**src/rtl/float_sub_seq_if.sv**
```systemverilog
// Operand/result handshake bundle for float_sub_seq.
// The op select exists only when FSUB_ADD_MODE_EN is defined.
interface float_sub_seq_if #(
    parameter int EXP_W  = 8,
    parameter int FRAC_W = 23
);
    localparam int W = 1 + EXP_W + FRAC_W;

    logic [W-1:0] a;
    logic [W-1:0] b;
    logic         in_valid;
    logic         in_ready;
    logic [W-1:0] result;
    logic         out_valid;
    logic         out_ready;
    logic         overflow;
    logic         underflow;
`ifdef FSUB_ADD_MODE_EN
    logic         op;

    modport master (
        output a, b, op, in_valid, out_ready,
        input  in_ready, result, out_valid, overflow, underflow
    );
    modport slave (
        input  a, b, op, in_valid, out_ready,
        output in_ready, result, out_valid, overflow, underflow
    );
`else
    modport master (
        output a, b, in_valid, out_ready,
        input  in_ready, result, out_valid, overflow, underflow
    );
    modport slave (
        input  a, b, in_valid, out_ready,
        output in_ready, result, out_valid, overflow, underflow
    );
`endif
endinterface

```
**src/rtl/float_sub_seq.sv**
```systemverilog
// Multi-cycle single-precision subtractor (a - b, truncating, no denormals).
// Define FSUB_ADD_MODE_EN to add the op input selecting a + b (op=1) or a - b (op=0).
module float_sub_seq #(
    parameter int EXP_W     = 8,
    parameter int FRAC_W    = 23,
    parameter int ALIGN_MAX = FRAC_W + 2
) (
    input  logic           clk,
    input  logic           rst,
    float_sub_seq_if.slave bus
);
    localparam int W  = 1 + EXP_W + FRAC_W;
    localparam int MW = FRAC_W + 2;
    localparam logic [EXP_W-1:0] EXP_MAX   = '1;
    localparam logic [EXP_W-1:0] ALIGN_LIM = EXP_W'(ALIGN_MAX);

    typedef enum logic [2:0] {
        IDLE   = 3'd0,
        UNPACK = 3'd1,
        ALIGN  = 3'd2,
        ADD    = 3'd3,
        NORM   = 3'd4,
        DONE   = 3'd5
    } state_t;

    state_t state_q, state_d;

    logic [W-1:0]     opa_q, opa_d;
    logic [W-1:0]     opb_q, opb_d;
    logic             sign_x_q, sign_x_d;
    logic             sign_y_q, sign_y_d;
    logic [EXP_W-1:0] exp_q, exp_d;
    logic [EXP_W-1:0] diff_q, diff_d;
    logic [MW-1:0]    mant_x_q, mant_x_d;
    logic [MW-1:0]    mant_y_q, mant_y_d;
    logic [MW-1:0]    sum_q, sum_d;
    logic [W-1:0]     result_q, result_d;
    logic             ovf_q, ovf_d;
    logic             unf_q, unf_d;

    logic             sub_sign;
    logic [EXP_W-1:0] exp_a, exp_b, exp_gap, exp_inc, exp_dec;
    logic [MW-1:0]    mant_a, mant_b;
    logic             a_ge_b;

    function automatic logic [W-1:0] pack(input logic s, input logic [EXP_W-1:0] e,
                                          input logic [FRAC_W-1:0] f);
        return {s, e, f};
    endfunction

    function automatic logic [W-1:0] sat_inf(input logic s);
        return {s, {EXP_W{1'b1}}, {FRAC_W{1'b0}}};
    endfunction

`ifdef FSUB_ADD_MODE_EN
    assign sub_sign = ~bus.op;
`else
    assign sub_sign = 1'b1;
`endif

    // A zero exponent means the whole operand is zero, fraction bits included.
    assign exp_a  = opa_q[W-2 -: EXP_W];
    assign exp_b  = opb_q[W-2 -: EXP_W];
    assign mant_a = (exp_a == '0) ? '0 : {1'b0, 1'b1, opa_q[FRAC_W-1:0]};
    assign mant_b = (exp_b == '0) ? '0 : {1'b0, 1'b1, opb_q[FRAC_W-1:0]};
    assign a_ge_b = (exp_a > exp_b) || ((exp_a == exp_b) && (mant_a >= mant_b));
    assign exp_gap = a_ge_b ? (exp_a - exp_b) : (exp_b - exp_a);
    assign exp_inc = exp_q + 1'b1;
    assign exp_dec = exp_q - 1'b1;

    always_comb begin
        state_d  = state_q;
        opa_d    = opa_q;
        opb_d    = opb_q;
        sign_x_d = sign_x_q;
        sign_y_d = sign_y_q;
        exp_d    = exp_q;
        diff_d   = diff_q;
        mant_x_d = mant_x_q;
        mant_y_d = mant_y_q;
        sum_d    = sum_q;
        result_d = result_q;
        ovf_d    = ovf_q;
        unf_d    = unf_q;

        case (state_q)
            IDLE: begin
                if (bus.in_valid) begin
                    opa_d   = bus.a;
                    opb_d   = {bus.b[W-1] ^ sub_sign, bus.b[W-2:0]};
                    state_d = UNPACK;
                end
            end
            UNPACK: begin
                if (a_ge_b) begin
                    sign_x_d = opa_q[W-1];
                    sign_y_d = opb_q[W-1];
                    exp_d    = exp_a;
                    mant_x_d = mant_a;
                    mant_y_d = mant_b;
                end else begin
                    sign_x_d = opb_q[W-1];
                    sign_y_d = opa_q[W-1];
                    exp_d    = exp_b;
                    mant_x_d = mant_b;
                    mant_y_d = mant_a;
                end
                // Beyond ALIGN_MAX every bit of Y would be shifted out anyway.
                if (exp_gap >= ALIGN_LIM) begin
                    mant_y_d = '0;
                    diff_d   = '0;
                end else begin
                    diff_d   = exp_gap;
                end
                state_d = (diff_d == '0) ? ADD : ALIGN;
            end
            ALIGN: begin
                mant_y_d = mant_y_q >> 1;
                diff_d   = diff_q - 1'b1;
                if (diff_q == EXP_W'(1)) begin
                    state_d = ADD;
                end
            end
            ADD: begin
                if (sign_x_q == sign_y_q) begin
                    sum_d = mant_x_q + mant_y_q;
                end else begin
                    sum_d = mant_x_q - mant_y_q;
                end
                state_d = NORM;
            end
            NORM: begin
                if (sum_q == '0) begin
                    result_d = '0;
                    ovf_d    = 1'b0;
                    unf_d    = 1'b0;
                    state_d  = DONE;
                end else if (sum_q[MW-1]) begin
                    sum_d   = sum_q >> 1;
                    exp_d   = exp_inc;
                    unf_d   = 1'b0;
                    state_d = DONE;
                    if (exp_inc == EXP_MAX) begin
                        result_d = sat_inf(sign_x_q);
                        ovf_d    = 1'b1;
                    end else begin
                        result_d = pack(sign_x_q, exp_inc, sum_d[FRAC_W-1:0]);
                        ovf_d    = 1'b0;
                    end
                end else if (!sum_q[MW-2]) begin
                    // The shift that lands the leading one on the hidden bit also packs.
                    sum_d = sum_q << 1;
                    exp_d = exp_dec;
                    if (exp_dec == '0) begin
                        result_d = '0;
                        ovf_d    = 1'b0;
                        unf_d    = 1'b1;
                        state_d  = DONE;
                    end else if (sum_q[MW-3]) begin
                        result_d = pack(sign_x_q, exp_dec, sum_d[FRAC_W-1:0]);
                        ovf_d    = 1'b0;
                        unf_d    = 1'b0;
                        state_d  = DONE;
                    end
                end else begin
                    result_d = pack(sign_x_q, exp_q, sum_q[FRAC_W-1:0]);
                    ovf_d    = 1'b0;
                    unf_d    = 1'b0;
                    state_d  = DONE;
                end
            end
            DONE: begin
                if (bus.out_ready) begin
                    state_d = IDLE;
                end
            end
            default: state_d = IDLE;
        endcase
    end

    always_ff @(posedge clk or posedge rst) begin
        if (rst) begin
            state_q  <= IDLE;
            result_q <= '0;
            ovf_q    <= 1'b0;
            unf_q    <= 1'b0;
        end else begin
            state_q  <= state_d;
            result_q <= result_d;
            ovf_q    <= ovf_d;
            unf_q    <= unf_d;
        end
    end

    // Working registers carry no reset: they are always rewritten before use.
    always_ff @(posedge clk) begin
        opa_q    <= opa_d;
        opb_q    <= opb_d;
        sign_x_q <= sign_x_d;
        sign_y_q <= sign_y_d;
        exp_q    <= exp_d;
        diff_q   <= diff_d;
        mant_x_q <= mant_x_d;
        mant_y_q <= mant_y_d;
        sum_q    <= sum_d;
    end

    assign bus.in_ready  = (state_q == IDLE);
    assign bus.out_valid = (state_q == DONE);
    assign bus.result    = result_q;
    assign bus.overflow  = ovf_q;
    assign bus.underflow = unf_q;
endmodule

```
**src/flat_wrapper.sv**
```systemverilog
// flat-port wrapper written by rule: the top's interface ports become plain ports
module float_sub_seq_flat 
#(
    parameter int EXP_W     = 8,
    parameter int FRAC_W    = 23,
    parameter int ALIGN_MAX = FRAC_W + 2
)
  (clk, rst, bus_a, bus_b, bus_in_valid, bus_out_ready, bus_in_ready, bus_result, bus_out_valid, bus_overflow, bus_underflow);
  float_sub_seq_if #(.EXP_W(EXP_W), .FRAC_W(FRAC_W)) bus_i ();
  input  logic clk;
  input  logic rst;
  input wire logic [$bits(bus_i.a)-1:0] bus_a;
  input wire logic [$bits(bus_i.b)-1:0] bus_b;
  input wire logic [$bits(bus_i.in_valid)-1:0] bus_in_valid;
  input wire logic [$bits(bus_i.out_ready)-1:0] bus_out_ready;
  output wire logic [$bits(bus_i.in_ready)-1:0] bus_in_ready;
  output wire logic [$bits(bus_i.result)-1:0] bus_result;
  output wire logic [$bits(bus_i.out_valid)-1:0] bus_out_valid;
  output wire logic [$bits(bus_i.overflow)-1:0] bus_overflow;
  output wire logic [$bits(bus_i.underflow)-1:0] bus_underflow;
  assign bus_i.a = bus_a;
  assign bus_i.b = bus_b;
  assign bus_i.in_valid = bus_in_valid;
  assign bus_i.out_ready = bus_out_ready;
  assign bus_in_ready = bus_i.in_ready;
  assign bus_result = bus_i.result;
  assign bus_out_valid = bus_i.out_valid;
  assign bus_overflow = bus_i.overflow;
  assign bus_underflow = bus_i.underflow;
  float_sub_seq #(.EXP_W(EXP_W), .FRAC_W(FRAC_W), .ALIGN_MAX(ALIGN_MAX)) u_core (.clk(clk), .rst(rst), .bus(bus_i));
endmodule
```
**config.mk**
```make
export PLATFORM = sky130hd
export DESIGN_NAME = float_sub_seq_flat
export DESIGN_NICKNAME = d
export VERILOG_FILES = /design/src/rtl/float_sub_seq_if.sv /design/src/rtl/float_sub_seq.sv /design/src/flat_wrapper.sv
export SDC_FILE = /design/constraint.sdc
export NUM_CORES = 1
export LEC_CHECK = 0
export ABC_AREA = 1
export CORE_MARGIN = 5
export CORE_UTILIZATION = 45
export CTS_BUF_LIST = sky130_fd_sc_hd__clkbuf_8
export DETAILED_ROUTE_END_ITERATION = 12
export DONT_BUFFER_PORTS = 1
export GPL_TIMING_DRIVEN = 0
export PLACE_DENSITY = 0.61
export SLEW_MARGIN = 30
export SYNTH_ARGS = -nofsm -noshare
export SYNTH_HDL_FRONTEND = slang
export SYNTH_SLANG_ARGS = --single-unit
```
**constraint.sdc**
```tcl
create_clock -name clk -period 8.21 [get_ports clk]
set_clock_uncertainty 0.05 [all_clocks]
set_input_delay 1.642 -clock clk [delete_from_list [all_inputs] [get_ports clk]]
set_output_delay 1.642 -clock clk [all_outputs]
set_load 0.02 [all_outputs]
```
==> run summary <==
Final Hold Violating Endpoints = 0
CTS tree = built
Gr busiest metal = met2
# hold bufs at CTS = 0
CP max stage delay = 0.56 ns
Worst-skew pair later-pin latency = 0.49 ns
Area grow syn2layout = 8.60%
Synth area leader = edfxtp_1
Top cells by count, synth = nand2_1 (322), edfxtp_1 (155), inv_1 (141)
Leak Pwr = 5.61 nW
CORE AREA = 26700 sq um
Residual DRC = 0
Worst Path Buf+Inv = 4
Die H = 174 um
Pwr Total = 6.30 mW
Layout cells sized above 1 = 0.0840
Synth Area per Inst = 8.81 sq um
# IOs = 104
Number of global-route vias before repair = 9146
Worst path cell trace = nor4_1 -> nand4_1 -> inv_1 -> buf_1 -> nor2_1 -> ha_1 -> nand2_1 -> nor2_1 -> nand3b_1 -> nand3_1 -> nand2_1 -> nand2_1 -> nand2_1 -> nand2_2 -> nand2_4 -> buf_6 -> clkbuf_1 -> o21ai_0 -> o21ai_0
Die area = 30300 sq um
Cell count after synthesis = 1373
Clk sinks = 192
Achievable Freq = 214 MHz
Tmin final = 4.68 ns
Row Count = 60
Total global routing overflow = 0
Critical Path End Type = flip-flop
Hold Crit Depth = 2
Crit Path Class = flip-flop to flip-flop
Reg clk slew, reported paths = 0.12 ns
Count of cell types in the netlist = 56
Slowest stage cell, crit path = o21ai_0
Wirelength per Cell = 16.2 um
Fraction of registers with async set/reset = 0.193
Reg2reg start = u_core.opa_q[24]
HPWL Detailed = 22.7 mm
Internal reg-to-reg setup slack = 3.53 ns
Number of synthesized flops with an enable pin = 155
RSZ-0062 raised after global routing = no
Root buf cell = clkbuf_8
Critical Path Most Common Cell = nand2_1
Postcts setup bufs = 0
Inserted Clock Buffers = 17
Pwr dens = 480 nW/um^2
Clock Path Buffers = 2
Crit start category = flip-flop
Fin worst setup slack = 3.53 ns
Initial Utilization = 0.452
Post-synth net total = 1514
Drt total wl = 28.5 mm
Input/output buffers = 0
Register bit count reported by yosys = 192
First-pass GRT wire length = 46.4 mm
Total number of yosys warnings = 0
Worst Path Required = 8.37 ns
GP Congestion = 0.904
R2R cell count = 19
Via density = 5.38
Max-cap viol count = 0
Reg2reg end = u_core.exp_q[5]
Via count = 9452
Worst Tran Pin Value = 0.841 ns
Antenna violations before repair = 0
ANT cells = 0
Slew margin rel. = 0.435
Met3 usage = 0.0383
Max VDD drop = 156 uV
Post-CTS sizing = 0
Status = complete, no violations
Met1 Use GR = 0.267
Largest net degree at the start of global routing = 29
Final Setup Violations = 0
Mapped Area = 12100 sq um
Cells taking the most area after synthesis = edfxtp_1 (38%), nand2_1 (10%), dfrtp_1 (7.7%)
Yosys top cell area share = 0.385
Chip Width = 174 um
Crit path max-delay family = simple AND/OR/NAND/NOR gates
Drt first pass iters = 5
Synth Flop Type = edfxtp_1
Global-route usage over all layers = 0.188
Htree depth = 4
GR met2 Demand/Resource = 0.291
Top-count cell post-synth = nand2_1
Pre-CTS setup slack = 3.61 ns
CP Max Fanout = 10
Endpoint with the worst hold slack = u_core.bus.result[12]
Worst min-delay path category = flip-flop to flip-flop
Final ANT Viol Nets = 0
Fin crit share = 0.570
Nets = 1544
Max-slew violation count = 0
Critical path arrival = 4.85 ns
Hold Startpoint = u_core.bus.result[12]
Sequential-to-total area share from yosys stat = 0.461
Initial DRC count = 687
-- metrics by stage --
step	cell area (sq um)	util	hold WS [ns]	instances	setup TNS [ns]
6_report	13100	0.491	0.583	1757	0
3_5_place_dp	12700	0.476	0.552	1725	0
2_1_floorplan	12100	-	0.475	1373	0
4_1_cts	13100	0.491	0.580	1757	0
5_1_grt	13100	0.491	0.606	1757	0
3_3_place_gp	12500	0.468	0.545	1714	-0.0430
-- area by class of cell --
type	instances	area, sq um
fillers	2550	13600
multi-input cells	980	5740
flip-flops and latches	192	5580
inverters	147	552
well taps	341	427
plain buffers	54	260
clock buffers	17	234
clock inverters	15	189
repair buffers	11	155
-- worst register-to-register path, delay by kind of cell (launching register included) --
family                   cells  cell delay (ns)
adder cells (fa/ha/maj)      1             0.40
AO/OA/AOI/OAI                2             0.72
AND/OR/NAND/NOR             12             1.64
buffers and inverters        4             1.08
flip-flops                   1             0.54
-- how the worst max path moves through the flow --
stage          slack, ns              end        startpoint  cells after the start
3_3_place_gp      -0.004  u_core.opa_q[1]      bus_in_valid                      2
6_report            3.53  u_core.exp_q[5]  u_core.opa_q[24]                     19
3_5_place_dp        3.61  u_core.exp_q[5]  u_core.opa_q[24]                     19
2_1_floorplan       1.57  u_core.opa_q[0]      bus_in_valid                      2
5_1_grt             3.24  u_core.exp_q[5]  u_core.opa_q[24]                     19
4_1_cts             3.57  u_core.exp_q[5]  u_core.opa_q[24]                     19
-- cells in the final DEF (no fill, tap or decap), types with 4 or more instances in the layout --
master / instances
a21o_1: 4
a21oi_1: 68
a22oi_1: 28
a31oi_1: 5
buf_1: 6
buf_2: 7
buf_4: 12
buf_6: 4
clkbuf_1: 32
clkbuf_8: 17
dfrtp_1: 37
edfxtp_1: 155
ha_1: 70
inv_1: 140
inv_2: 6
inv_8: 6
nand2_1: 322
nand3_1: 61
nand4_1: 15
nor2_1: 107
nor3_1: 12
nor3_2: 6
nor4_1: 6
o21ai_0: 93
o21ai_1: 7
o21ai_2: 8
o21bai_1: 4
o221ai_1: 10
o22ai_1: 27
o22ai_2: 19
xnor2_1: 14
xor2_1: 48
-- report_power, final --
part | switching [mW] | total, mW | internal [mW]
Combinational | 2.29 | 3.62 | 1.33
Clock | 0.395 | 0.657 | 0.262
Sequential | 0.376 | 2.03 | 1.65
-- kinds of logic (layout without fill, tap and decap cells) --
kind of cell / after synthesis / after routing / share of synthesized area
AND/OR/NAND/NOR: 551 / 551 / 0.194
AO/OA/AOI/OAI: 294 / 294 / 0.155
buffers and inverters: 201 / 244 / 0.0671
flip-flops: 192 / 192 / 0.461
adder cells (fa/ha/maj): 73 / 73 / 0.0774
XOR/XNOR: 62 / 62 / 0.0449
-- registers in the layout, indices dropped and copies added, names as in the netlist, 3 cells and up --
register,count
u_core.opb_q,32
u_core.opa_q,32
u_core.diff_q,8
u_core.bus.result,32
u_core.sum_q,25
u_core.mant_y_q,24
u_core.state_q,3
u_core.exp_q,8
u_core.mant_x_q,24
-- per-layer routing --
metal  share of wire  wire, um
met5               0         0
met4           0.022       637
met3           0.070      2010
met2            0.44     12500
met1            0.47     13400
No activity file was read; power rests on OpenSTA's default activity.
